`config.mk`:
```
export PLATFORM = sky130hd
export DESIGN_NAME = meter_packetizer_flat
export DESIGN_NICKNAME = d
export VERILOG_FILES = /design/src/rtl/meter_packetizer_if.sv /design/src/rtl/meter_packetizer.sv /design/src/flat_wrapper.sv
export SDC_FILE = /design/constraint.sdc
export NUM_CORES = 1
export LEC_CHECK = 0
export ABC_AREA = 1
export BUFFER_PORTS_ARGS = -buffer_cell sky130_fd_sc_hd__buf_4
export CAP_MARGIN = 0
export CELL_PAD_IN_SITES_DETAIL_PLACEMENT = 2
export CELL_PAD_IN_SITES_GLOBAL_PLACEMENT = 2
export CORE_MARGIN = 2
export CORE_UTILIZATION = 33
export CTS_CLUSTER_DIAMETER = 200
export DETAILED_ROUTE_END_ITERATION = 6
export GPL_TIMING_DRIVEN = 1
export PLACE_DENSITY_LB_ADDON = 0.3
export SETUP_SLACK_MARGIN = 0.2
export SLEW_MARGIN = 0
export SYNTH_ARGS = -nofsm -noshare
export SYNTH_HDL_FRONTEND = slang
export SYNTH_SLANG_ARGS = --single-unit
```
`constraint.sdc`:
```
create_clock -name i_clk -period 2.8 [get_ports i_clk]
set_clock_uncertainty 0.2 [all_clocks]
set_input_delay 0.84 -clock i_clk [delete_from_list [all_inputs] [get_ports i_clk]]
set_output_delay 0.84 -clock i_clk [all_outputs]
set_load 0.02 [all_outputs]
```
`src/rtl/meter_packetizer_if.sv`:
```
// Sample input, UART byte handshake and status between the meter framing stage and its neighbours.
// Packetizer side uses the slave modport; whoever drives samples and models the UART uses the master modport.
interface meter_packetizer_if;
    logic        sample_valid;
    logic [11:0] data_v;
    logic [11:0] data_i;
    logic        tx_ready;
    logic [7:0]  tx_byte;
    logic        tx_en;
    logic        busy;
    logic        frame_done;
    logic [7:0]  overrun_cnt;

    modport master (
        output sample_valid, data_v, data_i, tx_ready,
        input  tx_byte, tx_en, busy, frame_done, overrun_cnt
    );

    modport slave (
        input  sample_valid, data_v, data_i, tx_ready,
        output tx_byte, tx_en, busy, frame_done, overrun_cnt
    );
endinterface

```
`src/rtl/meter_packetizer.sv`:
```
// Frames each V/I sample pair as 6 UART bytes: sync, {seq,V[11:8]}, V[7:0], I[11:8], I[7:0], checksum.
// Latency: sample_valid to first tx_en is 3 cycles when tx_ready is high.
// Backpressure: waits on tx_ready per byte; one pending sample slot, newer samples overwrite it and count an overrun.
module meter_packetizer #(
    parameter logic [7:0] SYNC_BYTE = 8'hA5
) (
    input  logic              i_clk,
    input  logic              i_rst_n,
    meter_packetizer_if.slave bus
);
    typedef enum logic [2:0] {
        S_IDLE,
        S_LOAD,
        S_SEND,
        S_WAIT_ACK,
        S_DONE
    } state_t;

    state_t      r_state;
    state_t      w_state_nxt;
    logic [11:0] r_cap_v, r_cap_i;
    logic [11:0] r_pend_v, r_pend_i;
    logic        r_pend;
    logic [3:0]  r_seq;
    logic [2:0]  r_idx;
    logic [7:0]  r_csum;
    logic [7:0]  r_ovr;
    logic        r_tx_en, r_busy, r_frame_done;
    logic [7:0]  r_tx_byte;
    logic        w_strobe, w_last, w_in_idle;
    logic [7:0]  w_b1, w_byte;

    assign w_in_idle = (r_state == S_IDLE);
    assign w_b1      = {r_seq, r_cap_v[11:8]};

    always_comb begin
        w_state_nxt = r_state;
        w_strobe    = 1'b0;
        w_last      = 1'b0;
        unique case (r_state)
            S_IDLE:     if (bus.sample_valid || r_pend) w_state_nxt = S_LOAD;
            S_LOAD:     w_state_nxt = S_SEND;
            S_SEND: begin
                if (bus.tx_ready) begin
                    w_strobe    = 1'b1;
                    w_state_nxt = S_WAIT_ACK;
                end
            end
            S_WAIT_ACK: begin
                if (!bus.tx_ready) begin
                    w_last      = (r_idx == 3'd5);
                    w_state_nxt = w_last ? S_DONE : S_SEND;
                end
            end
            S_DONE:     w_state_nxt = S_IDLE;
            default:    w_state_nxt = S_IDLE;
        endcase
    end

    always_comb begin
        w_byte = SYNC_BYTE;
        case (r_idx)
            3'd1:    w_byte = w_b1;
            3'd2:    w_byte = r_cap_v[7:0];
            3'd3:    w_byte = {4'h0, r_cap_i[11:8]};
            3'd4:    w_byte = r_cap_i[7:0];
            3'd5:    w_byte = r_csum;
            default: w_byte = SYNC_BYTE;
        endcase
    end

    always_ff @(posedge i_clk or negedge i_rst_n) begin
        if (!i_rst_n) r_state <= S_IDLE;
        else          r_state <= w_state_nxt;
    end

    // Capture regs stay frozen for the whole frame; anything arriving meanwhile goes to the pending slot.
    always_ff @(posedge i_clk or negedge i_rst_n) begin
        if (!i_rst_n) begin
            r_cap_v  <= '0;
            r_cap_i  <= '0;
            r_pend_v <= '0;
            r_pend_i <= '0;
            r_pend   <= 1'b0;
            r_ovr    <= '0;
            r_seq    <= '0;
            r_idx    <= '0;
            r_csum   <= '0;
        end else begin
            if (w_in_idle) begin
                r_pend <= 1'b0;
                if (bus.sample_valid) begin
                    r_cap_v <= bus.data_v;
                    r_cap_i <= bus.data_i;
                end else if (r_pend) begin
                    r_cap_v <= r_pend_v;
                    r_cap_i <= r_pend_i;
                end
            end else if (bus.sample_valid) begin
                r_pend   <= 1'b1;
                r_pend_v <= bus.data_v;
                r_pend_i <= bus.data_i;
            end
            if (bus.sample_valid && r_pend && (r_ovr != 8'hFF))
                r_ovr <= r_ovr + 8'd1;
            if (r_state == S_LOAD) begin
                r_idx  <= '0;
                r_csum <= w_b1 + r_cap_v[7:0] + {4'h0, r_cap_i[11:8]} + r_cap_i[7:0];
            end else if ((r_state == S_WAIT_ACK) && !bus.tx_ready && !w_last) begin
                r_idx <= r_idx + 3'd1;
            end
            if (r_state == S_DONE)
                r_seq <= r_seq + 4'd1;
        end
    end

    always_ff @(posedge i_clk or negedge i_rst_n) begin
        if (!i_rst_n) begin
            r_tx_en      <= 1'b0;
            r_tx_byte    <= '0;
            r_busy       <= 1'b0;
            r_frame_done <= 1'b0;
        end else begin
            r_tx_en      <= w_strobe;
            r_busy       <= (w_state_nxt != S_IDLE);
            r_frame_done <= w_last;
            if (w_strobe)
                r_tx_byte <= w_byte;
        end
    end

    assign bus.tx_en       = r_tx_en;
    assign bus.tx_byte     = r_tx_byte;
    assign bus.busy        = r_busy;
    assign bus.frame_done  = r_frame_done;
    assign bus.overrun_cnt = r_ovr;
endmodule

```
`src/flat_wrapper.sv`:
```
// flat-port wrapper written by rule: the top's interface ports become plain ports
module meter_packetizer_flat 
#(
    parameter logic [7:0] SYNC_BYTE = 8'hA5
)
  (i_clk, i_rst_n, bus_sample_valid, bus_data_v, bus_data_i, bus_tx_ready, bus_tx_byte, bus_tx_en, bus_busy, bus_frame_done, bus_overrun_cnt);
  meter_packetizer_if bus_i ();
  input  logic i_clk;
  input  logic i_rst_n;
  input wire logic [$bits(bus_i.sample_valid)-1:0] bus_sample_valid;
  input wire logic [$bits(bus_i.data_v)-1:0] bus_data_v;
  input wire logic [$bits(bus_i.data_i)-1:0] bus_data_i;
  input wire logic [$bits(bus_i.tx_ready)-1:0] bus_tx_ready;
  output wire logic [$bits(bus_i.tx_byte)-1:0] bus_tx_byte;
  output wire logic [$bits(bus_i.tx_en)-1:0] bus_tx_en;
  output wire logic [$bits(bus_i.busy)-1:0] bus_busy;
  output wire logic [$bits(bus_i.frame_done)-1:0] bus_frame_done;
  output wire logic [$bits(bus_i.overrun_cnt)-1:0] bus_overrun_cnt;
  assign bus_i.sample_valid = bus_sample_valid;
  assign bus_i.data_v = bus_data_v;
  assign bus_i.data_i = bus_data_i;
  assign bus_i.tx_ready = bus_tx_ready;
  assign bus_tx_byte = bus_i.tx_byte;
  assign bus_tx_en = bus_i.tx_en;
  assign bus_busy = bus_i.busy;
  assign bus_frame_done = bus_i.frame_done;
  assign bus_overrun_cnt = bus_i.overrun_cnt;
  meter_packetizer #(.SYNC_BYTE(SYNC_BYTE)) u_core (.i_clk(i_clk), .i_rst_n(i_rst_n), .bus(bus_i));
endmodule
```
Word-level counts from Yosys, hierarchy flattened
Index checks and enable logic that the tools add are counted.
- logic and storage cells: 63
- input bits: 28
- register bits: 86
- output and inout port bits: 19
- reduce and logical (&&, ||, !) cells: 14
- muxes and demuxes: 18
- eq/ne operators: 10
- add/sub/neg operators: 6
- bitwise logic cells: 1
- operator list (operator ; number):
    2-to-1 mux 12 bit ; 4
    case mux 8 bit (5 select lines) ; 1
    2-to-1 mux 3 bit ; 6
    adder 8 bit ; 2
    equality test 3 x 2 -> 1 bit, second input constant ; 4
    case mux 3 bit (4 select lines) ; 1
    equality test 3 bit, second input constant ; 3
    adder 8 x 1 -> 8 bit, second input constant ; 1
    adder 8 x 4 -> 8 bit ; 1
    != test 8 bit, second input constant ; 1
    equality test 3 x 1 -> 1 bit, second input constant ; 2
    2-to-1 mux 1 bit ; 6
    nonzero test 2 bit ; 3
    adder 4 x 1 -> 4 bit, second input constant ; 1
    logical AND 1 bit ; 4
    AND reduction 2 bit ; 2
    adder 3 x 1 -> 3 bit, second input constant ; 1
    zero test 3 bit ; 1
    nonzero test 3 bit ; 1
    zero test 1 bit ; 2
    logical OR 1 bit ; 1
    NOT 1 bit ; 1

Logic depth before layout (Yosys ltp)
Gate-level depths: netlist of the first run.
- word-level depth: 7
- mapped depth: 13
- depth with buffers taken out: 13

Worst setup path before layout of the first run
Ideal clock, no wire load.
- path type: register to register
- start: reg u_core.r_cap_i[1]
- end: reg u_core.r_csum[5]
- arrival time: 2512 ps
- required time: 2477 ps
- library setup time: 123 ps
- stages on the path, launching flop included: 13
- buffers on the path: 0
- period minus slack after synthesis: 2835 ps
- path slack: -35 ps
- path through: dfrtp_1 inv_1 fa_1 inv_1 fa_1 ha_1 inv_1 fa_1 inv_1 a21oi_1 and2_1 o21ai_0 nand2_1
- longest elaborated chain between the ends: 1
- RTL lines (what ; RTL line ; RTL):
    from (decl) ; meter_packetizer.sv:21 ; logic [11:0] r_cap_v, r_cap_i;
    from (signal assigned) ; meter_packetizer.sv:94 ; r_cap_i <= bus.data_i;
    from (signal assigned) ; meter_packetizer.sv:97 ; r_cap_i <= r_pend_i;
    adder 8 bit ; meter_packetizer.sv:108 ; r_csum <= w_b1 + r_cap_v[7:0] + {4'h0, r_cap_i[11:8]} + r_cap_i[7:0];
    to (signal assigned) ; meter_packetizer.sv:108 ;
    to (decl) ; meter_packetizer.sv:26 ; logic [7:0] r_csum;
No other way between the ends.
A chain may end at the register's enable or synchronous reset.

Worst setup path in the final report of the first run
Ends and elaborated chain as after synthesis.

==> impl_metrics.ini, run 1 <==
[outcome]
status = complete, but fails checks
violations = negative setup slack

[synthesis]
synth_area_um2 = 4670
ys_warn_count = 0
ys_types = 34
ys_seq_area_share_pct = 46.1
syn_nets = 588
ys_async_sr_fraction_pct = 100
synthCells = 532
synthFlopType = dfrtp_1
syn_avg_cell_area_um2 = 8.78
yosys_register_bits = 86
synth-edff-count = 0

[global_route]
grtUsageMet1_pct = 26.2
grt_max_degree = 50
antenna_found_initial = 0
met3_usage_pct = 2.54
grtUsageTotal_pct = 19.3
groute.layer.met2.usage_pct = 31.7
grt_pass1_wl_mm = 22.1
grt_pass1_vias = 4158
overflow = 0
top_usage_layer = met2

[power]
p_leak_uw = 0.00282
p_per_area_nw_per_um2 = 1380
peakVddDrop_v = 0.000873

[floorplan]
die_area_um2 = 15100
core_area_um2 = 13800
rows = 43
initial_core_util_pct = 33.8
fp.dieH_um = 123
die_w_um = 123
io_pins = 47

[sta]
min_period_ns = 2.85
worst_pin_slew_ns = 0.773
holdWs_ns = 0.257
fin_crit_sh_pct = 102
hold_viol = 0
fmaxAchievable_ghz = 0.351
final_max_slew_viol_count = 0
rsz0062_at_grt = true
tns_ns = -0.0666
setup_viol = 2
fin_ws_ns = -0.0481
relSlewSlack_pct = 48.4

[detailed_routing]
vias_per_cell = 4.89
routedWlPerCell_um = 17.3
drt_iter0_drc = 139
final_antenna_net_count = 0
drc = 0
dr.pass1.iters = 4
wirelength_mm = 13.3
vias = 3777

[placement]
io_buffers = 46
gp_routability_congestion = 0.845
place_area_um2 = 5230
dp_hpwl_mm = 9.84
dp_cells = 752
place_ws_ns = -0.0892

[worst_hold_path]
hp-class = input pin to asynchronous set/reset pin

[critical_path]
cp_common_cell = inv_2
max_stage_delay_ns = 0.54
critPathCaptureType = register
crit_path_top_delay_cell = fa_1
worst-setup-path-type = register to register
critPathLaunchType = register
cpLargestDelayFamily = adder cells
critPathArrivalTime_ns = 2.88
path_buf_inv = 4
required_ns = 2.83
path_max_fanout = 3
reg2reg_setup_slack_ns = -0.05
path_cells = inv_2 -> fa_1 -> inv_1 -> fa_1 -> ha_2 -> inv_2 -> fa_2 -> inv_2 -> a21oi_2 -> and2_1 -> o21ai_1 -> nand2_1

[clocking]
cts_tree = done
cts_buffer_depth = 2
clkLatencyLatePin_ns = 0.35
numClockSinks = 86
clkTransAtPathRegs_ns = 0.06
clockRootBuffer = clkbuf_16
postCtsHoldBufs = 0
cts_buffers = 9
h-tree-depth = 3

[finish]
final_cell_mix = nand2_1 (130), dfrtp_1 (86), inv_1 (74)
fin_area_um2 = 5640
diodes = 0
fin_cells = 772
final_common_cell = nand2_1
layout.nets = 643
fill_cells = 1523
area_delta_synth_final_pct = 20.8
drive_gt1_share_pct = 22.8

[job]
maxCapViolCount = 0
## worst reg2reg max path, cell delays in order, from the launching register on
cell and delay, ns:
dfrtp_1 0.34, inv_2 0.04, fa_1 0.54, inv_1 0.05
fa_1 0.49, ha_2 0.20, inv_2 0.04, fa_2 0.37
inv_2 0.08, a21oi_2 0.06, and2_1 0.14, o21ai_1 0.12
nand2_1 0.07
## path summary, 6_finish.rpt
check,startpoint,end,cells past startpoint
max,u_core.r_cap_i[1],u_core.r_csum[5],12
min,i_rst_n,u_core.r_pend_i[2],1
max reg2reg,u_core.r_cap_i[1],u_core.r_csum[5],12
min reg2reg,u_core.bus.tx_byte[3],u_core.bus.tx_byte[3],2
max in group asynchronous,i_rst_n,u_core.r_pend_i[0],2
min in group i_clk,u_core.bus.tx_byte[3],u_core.bus.tx_byte[3],2
## flip-flops by register name, indices dropped and copies added (netlist names)
| signal | flops |
|---|---|
| u_core.bus.tx_en | 1 |
| u_core.r_pend_v | 12 |
| u_core.r_cap_v | 12 |
| u_core.r_pend_i | 12 |
| u_core.r_seq | 4 |
| u_core.r_state | 3 |
| u_core.r_idx | 3 |
| u_core.bus.overrun_cnt | 8 |
| u_core.r_cap_i | 12 |
| u_core.bus.busy | 1 |
| u_core.r_pend | 1 |
| u_core.bus.tx_byte | 8 |
| u_core.r_csum | 8 |
| u_core.bus.frame_done | 1 |
## logic make-up after synthesis
group,synth area share [%]
flops,46.1
buf+inv,9.94
compound gates,15.9
simple gates,16.4
xor+xnor,2.44
fa+ha+maj,9.27
## cell type report
class	count	area, µm²	area share [%]
Tap cell	180	225	3.99
Clock buffer	11	233	4.13
Multi-Input combinational cell	339	2140	37.9
Sequential cell	86	2150	38.2
Clock inverter	5	81.3	1.44
Timing Repair Buffer	62	478	8.47
Inverter	89	334	5.92
## what timing repair did
| action | CTS | global route |
|---|---|---|
| gates resized for setup | 5 | 18 |
| pin swaps | 6 | 5 |
| endpoints found under the setup margin | 6 | 6 |
| setup buffers | 1 | 3 |
## cells in the mapped netlist (2+ instances only)
| cell | instances | area [µm²] |
|---|---|---|
| o21ai_1 | 14 | 70.1 |
| nor3_1 | 3 | 15.0 |
| o22ai_1 | 6 | 37.5 |
| buf_6 | 5 | 56.3 |
| clkbuf_1 | 5 | 18.8 |
| nand2_1 | 132 | 495 |
| a31oi_1 | 2 | 12.5 |
| o21ai_2 | 14 | 123 |
| nor2_1 | 18 | 67.6 |
| a21oi_1 | 10 | 50.1 |
| o211ai_1 | 9 | 67.6 |
| inv_2 | 6 | 22.5 |
| nor4_1 | 3 | 18.8 |
| xnor2_1 | 5 | 43.8 |
| ha_1 | 17 | 213 |
| nand4_1 | 5 | 31.3 |
| buf_2 | 5 | 25.0 |
| fa_1 | 11 | 220 |
| inv_1 | 83 | 312 |
| xor2_1 | 8 | 70.1 |
| dfrtp_1 | 86 | 2150 |
| o21ai_0 | 46 | 230 |
| nand3_1 | 18 | 90.1 |
| o211ai_2 | 10 | 125 |
| buf_4 | 2 | 15.0 |
## power breakdown
group	switching (µW)	leakage [µW]	internal, µW
registers	314	0.00105	1660
clock network	525	0.000150	785
logic	2620	0.00161	1900
## metrics by stage
stage | utilization [%] | power [µW]
final | 40.8 | 7810
after global routing | 40.8 | 8490
after CTS | 40.2 | 7310
after detailed placement | 37.8 | 5870
after global placement | 37.8 | 5580
after floorplan | - | 4610
## metal layers
metal  wire length (µm)  vias up  share of wire, %
met5                  0        -                 0
met4                262        0               2.0
met3                338       13               2.5
met2               6510       47                49
met1               6210     1904                47
li1                   -     1813                 -
(Power assumes the default switching activity.)
==> run 2: changes to the inputs <==
Settings changed: CAP_MARGIN 0 to 20, CORE_UTILIZATION 33 to 39.
Clock period 2.8 ns to 3.54 ns, I/O delays scaled along.
==> run 2 against run 1 <==
Total power decreased by 28%; critical path depth stayed put; non-clock buffer count is 11 lower; highest routed layer unchanged; design area down 3.6%; critical path type unchanged; the run now ends clean; clock power shrank 18%; cell count decreased by 6.2%.
==> impl_metrics.ini, run 2 (synthesis gave the netlist of run 1 again) <==
[detailed_routing]
vias = 3855
routedWlPerCell_um = 20.1
drt_iter0_drc = 134
wirelength_mm = 14.5
drc = 0
final_antenna_net_count = 0
dr.pass1.iters = 4
vias_per_cell = 5.32

[critical_path]
path_max_fanout = 3
worst-setup-path-type = register to register
r2r_end = u_core.r_csum[5]
regToRegStartpoint = u_core.r_cap_i[1]
reg2reg_setup_slack_ns = 0.45
critPathCaptureType = register
required_ns = 3.58
critPathLaunchType = register
r2r_cells = 12
critPathArrivalTime_ns = 3.13

[clocking]
clkLatencyLatePin_ns = 0.35
cts_setup_buffers = 0
cts_buffers = 9
numClockSinks = 86
post_cts_resized = 0
clockRootBuffer = clkbuf_16
postCtsHoldBufs = 0
cts_buffer_depth = 2
clkTransAtPathRegs_ns = 0.07
cts_tree = done
h-tree-depth = 3

[finish]
area_delta_synth_final_pct = 16.4
final_core_util_pct = 47.0
fin_area_um2 = 5440
final_cell_mix = nand2_1 (132), dfrtp_1 (86), inv_1 (83)
drive_gt1_share_pct = 17.4
layout.nets = 632
fin_cells = 724
diodes = 0
final_common_cell = nand2_1

[global_route]
grt_max_degree = 71
overflow = 0
grt_pass1_vias = 4347
grtUsageTotal_pct = 24.6
antenna_found_initial = 0
grt_pass1_wl_mm = 24.0

[power]
p_leak_uw = 0.00277
peakVddDrop_v = 0.000351
p_per_area_nw_per_um2 = 1030

[floorplan]
rows = 39
io_pins = 47
die_w_um = 113
initial_core_util_pct = 40.4
core_area_um2 = 11600
fp.dieH_um = 113
die_area_um2 = 12900

[worst_hold_path]
min_to = u_core.r_pend_i[0]
hp-class = register to register
hold_path_depth = 2
worstHoldStart = u_core.r_pend_i[0]

[sta]
fmaxAchievable_ghz = 0.323
tns_ns = 0
min_period_ns = 3.09
hold_viol = 0
holdWs_ns = 0.292
relSlewSlack_pct = 38.2
final_max_slew_viol_count = 0
setup_viol = 0
fin_crit_sh_pct = 87.4
rsz0062_at_grt = false
worst_pin_slew_ns = 0.928

[placement]
dp_hpwl_mm = 10.0
io_buffers = 46
gp_routability_congestion = 0.834
dp_cells = 708
place_area_um2 = 5100

[job]
maxCapViolCount = 0

[outcome]
status = finished, final reports clean
-- run 2: cell types whose count changed in the layout (fill, tap and decap cells not counted), moves of 3 or more --
cell,delta
clkbuf_8,+3
inv_2,-9
o21ai_0,+3
inv_1,+9
ha_1,+4
buf_4,-10
-- run 2: where the power goes --
group / switching, µW / internal [µW]
registers: 263 / 1310
clock network: 406 / 676
logic: 1850 / 1090
-- run 2: layer usage --
metal | wire [µm] | vias up | track usage [%]
li1 | - | 1792 | -
met1 | 6300 | 1969 | 31.2
met2 | 7350 | 68 | 41.4
met3 | 417 | 26 | 3.83
met4 | 459 | 0 | 11.5
met5 | 0 | - | 0
-- run 2: layout make-up --
| type | instances | area [µm²] |
|---|---|---|
| clock inverter | 3 | 65.1 |
| tap | 143 | 179 |
| clock buffer | 13 | 270 |
| fill | 1258 | 6130 |
| multi-input combinational | 339 | 2050 |
| timing repair buffer | 51 | 383 |
| sequential | 86 | 2150 |
| inverter | 89 | 334 |
-- run 2: stage by stage --
step | setup slack, ns | power, µW
after detailed placement | 0.436 | 4440
after floorplan | 0.705 | 3530
after global placement | 0.592 | 4190
after global routing | 0.288 | 6080
after CTS | 0.440 | 5640
final | 0.446 | 5590
-- run 2: worst max-delay path by stage --
stage / slack (ns) / depth (start not counted) / startpoint / to
floorplan: 0.71 / 12 / u_core.r_cap_i[1] / u_core.r_csum[5]
global placement: 0.59 / 12 / u_core.r_cap_i[1] / u_core.r_csum[5]
global route: 0.29 / 12 / u_core.r_cap_i[1] / u_core.r_csum[5]
finish: 0.45 / 12 / u_core.r_cap_i[1] / u_core.r_csum[5]
CTS: 0.44 / 12 / u_core.r_cap_i[1] / u_core.r_csum[5]
detailed placement: 0.44 / 12 / u_core.r_cap_i[1] / u_core.r_csum[5]
-- run 2: worst max-delay path: stages, from the launching register on --
cell and delay, ns:
dfrtp_1 0.33, inv_1 0.09, fa_1 0.55, inv_1 0.05
fa_1 0.50, ha_1 0.20, inv_1 0.07, fa_1 0.43
inv_1 0.10, a21oi_1 0.09, and2_1 0.14, o21ai_0 0.16
nand2_1 0.07
==> run 3: changes to the inputs <==
Settings changed: CORE_UTILIZATION 39 to 36.
Clock period 3.54 ns to 2.9 ns, I/O delays scaled along.
==> run 3 against run 2 <==
The flow now finishes with violations (negative setup slack); worst hold slack lost 0.0052 ns; count of clock-buffer cells in the layout shrank 3; sequential power grew 22%; combinational power grew 66%; clock power grew 14%; design area grew 4.1%; critical path type unchanged; largest cell class unchanged.
==> impl_metrics.ini, run 3 (synthesis gave the netlist of run 1 again) <==
[floorplan]
fp.dieH_um = 118
rows = 41
io_pins = 47
core_area_um2 = 12600
die_area_um2 = 13900
die_w_um = 118
initial_core_util_pct = 37.0

[critical_path]
max_stage_delay_ns = 0.55
path_max_fanout = 3
path_cells = inv_2 -> fa_1 -> inv_2 -> fa_1 -> ha_2 -> inv_2 -> fa_2 -> inv_2 -> nand3_1 -> nand3_1 -> nand3_1 -> nand3_1 -> nand2_1
reg2reg_setup_slack_ns = -0.01
worst-setup-path-type = register to register
critPathArrivalTime_ns = 2.94
required_ns = 2.93
path_buf_inv = 4
critPathLaunchType = register
crit_path_top_delay_cell = fa_1
r2r_end = u_core.r_csum[7]
regToRegStartpoint = u_core.r_cap_v[1]
cpLargestDelayFamily = adder cells
crit_end = u_core.r_csum[7]
critPathCaptureType = register
startpoint = u_core.r_cap_v[1]
r2r_cells = 13
cp_num_cells = 13

[global_route]
antenna_found_initial = 0
grtUsageTotal_pct = 22.0
grt_max_degree = 53
grt_pass1_vias = 4329
grt_pass1_wl_mm = 23.8
overflow = 0

[sta]
fmaxAchievable_ghz = 0.344
rsz0062_at_grt = true
final_max_slew_viol_count = 0
fin_crit_sh_pct = 100
setup_viol = 1
relSlewSlack_pct = 61.9
min_period_ns = 2.91
fin_ws_ns = -0.0104
hold_viol = 0
worst_pin_slew_ns = 0.566

[clocking]
cts_buffer_depth = 2
clkLatencyLatePin_ns = 0.35
postCtsHoldBufs = 0
h-tree-depth = 3
cts_buffers = 9
clockRootBuffer = clkbuf_16
numClockSinks = 86
cts_tree = done
clkTransAtPathRegs_ns = 0.06

[placement]
place_ws_ns = -0.0194
gp_routability_congestion = 0.860
io_buffers = 46
dp_cells = 738
dp_hpwl_mm = 10.1

[detailed_routing]
vias_per_cell = 5.11
wirelength_mm = 15.0
dr.pass1.iters = 4
final_antenna_net_count = 0
drt_iter0_drc = 178
routedWlPerCell_um = 19.6
drc = 0
vias = 3912

[finish]
diodes = 0
layout.nets = 646
final_common_cell = nand2_1
fin_cells = 765
drive_gt1_share_pct = 23.6
area_delta_synth_final_pct = 21.2
final_cell_mix = nand2_1 (131), dfrtp_1 (86), inv_1 (70)

[worst_hold_path]
hp-class = input pin to asynchronous set/reset pin

[outcome]
violations = negative setup slack
status = complete, but fails checks

[power]
peakVddDrop_v = 0.000506
p_leak_uw = 0.00282
p_per_area_nw_per_um2 = 1420

[job]
maxCapViolCount = 0
-- run 3: how the worst min path moves through the flow --
stage,start,to,slack (ns),cells after the start
after global placement,u_core.r_csum[1],u_core.r_csum[1],0.26,2
after detailed placement,u_core.r_csum[1],u_core.r_csum[1],0.27,2
after CTS,u_core.r_pend_i[3],u_core.r_pend_i[3],0.29,2
final,i_rst_n,u_core.r_pend_i[10],0.29,1
after global routing,u_core.bus.tx_byte[1],u_core.bus.tx_byte[1],0.31,2
after floorplan,u_core.r_csum[0],u_core.r_csum[0],0.24,2
-- run 3: cell type report --
| type | count | area, µm² |
|---|---|---|
| inverter | 89 | 334 |
| sequential | 86 | 2150 |
| multi-input combinational | 339 | 2140 |
| clock inverter | 4 | 73.8 |
| tap | 172 | 215 |
| clock buffer | 10 | 229 |
| fill | 1421 | 6960 |
| timing repair buffer | 65 | 513 |
-- run 3: per-layer routing --
layer,vias up,share of wire [%],wire [µm],global-route usage [%]
met2,64,51,7570,37.9
met4,0,3.7,559,8.13
met1,2001,43,6400,27.9
met3,31,3.1,459,3.15
met5,-,0,0,0
li1,1816,-,-,-
-- run 3: what timing repair did --
| action | 4_1_cts | 5_1_grt |
|---|---|---|
| pin swaps | 11 | 11 |
| resized for setup | 8 | 19 |
| endpoints found under the setup margin | 5 | 6 |
| buffers inserted | 3 | 10 |
| gates cloned | 0 | 0 |
-- run 3: per-stage QoR --
step	instance area [µm²]	total power, µW	hold slack, ns	TNS (ns)	util [%]
2_1_floorplan	4670	4350	0.242	0	-
3_3_place_gp	5170	5180	0.258	0	41.0
3_5_place_dp	5170	5450	0.270	-0.0194	41.0
4_1_cts	5530	7150	0.289	0	43.9
5_1_grt	5660	8590	0.310	-0.288	44.9
6_report	5660	8040	0.287	-0.0104	44.9
-- run 3: worst reg2reg max path, cell delays in order (launching register included) --
cell	delay [ns]
dfrtp_1	0.35
inv_2	0.05
fa_1	0.55
inv_2	0.05
fa_1	0.49
ha_2	0.21
inv_2	0.05
fa_2	0.40
inv_2	0.08
nand3_1	0.08
nand3_1	0.08
nand3_1	0.08
nand3_1	0.07
nand2_1	0.07
-- run 3: power breakdown --
part	switching, µW	leakage [µW]	internal (µW)
sequential	329	0.00105	1600
combinational	2830	0.00162	2040
clock	489	0.000148	746
total	3650	0.00282	4390
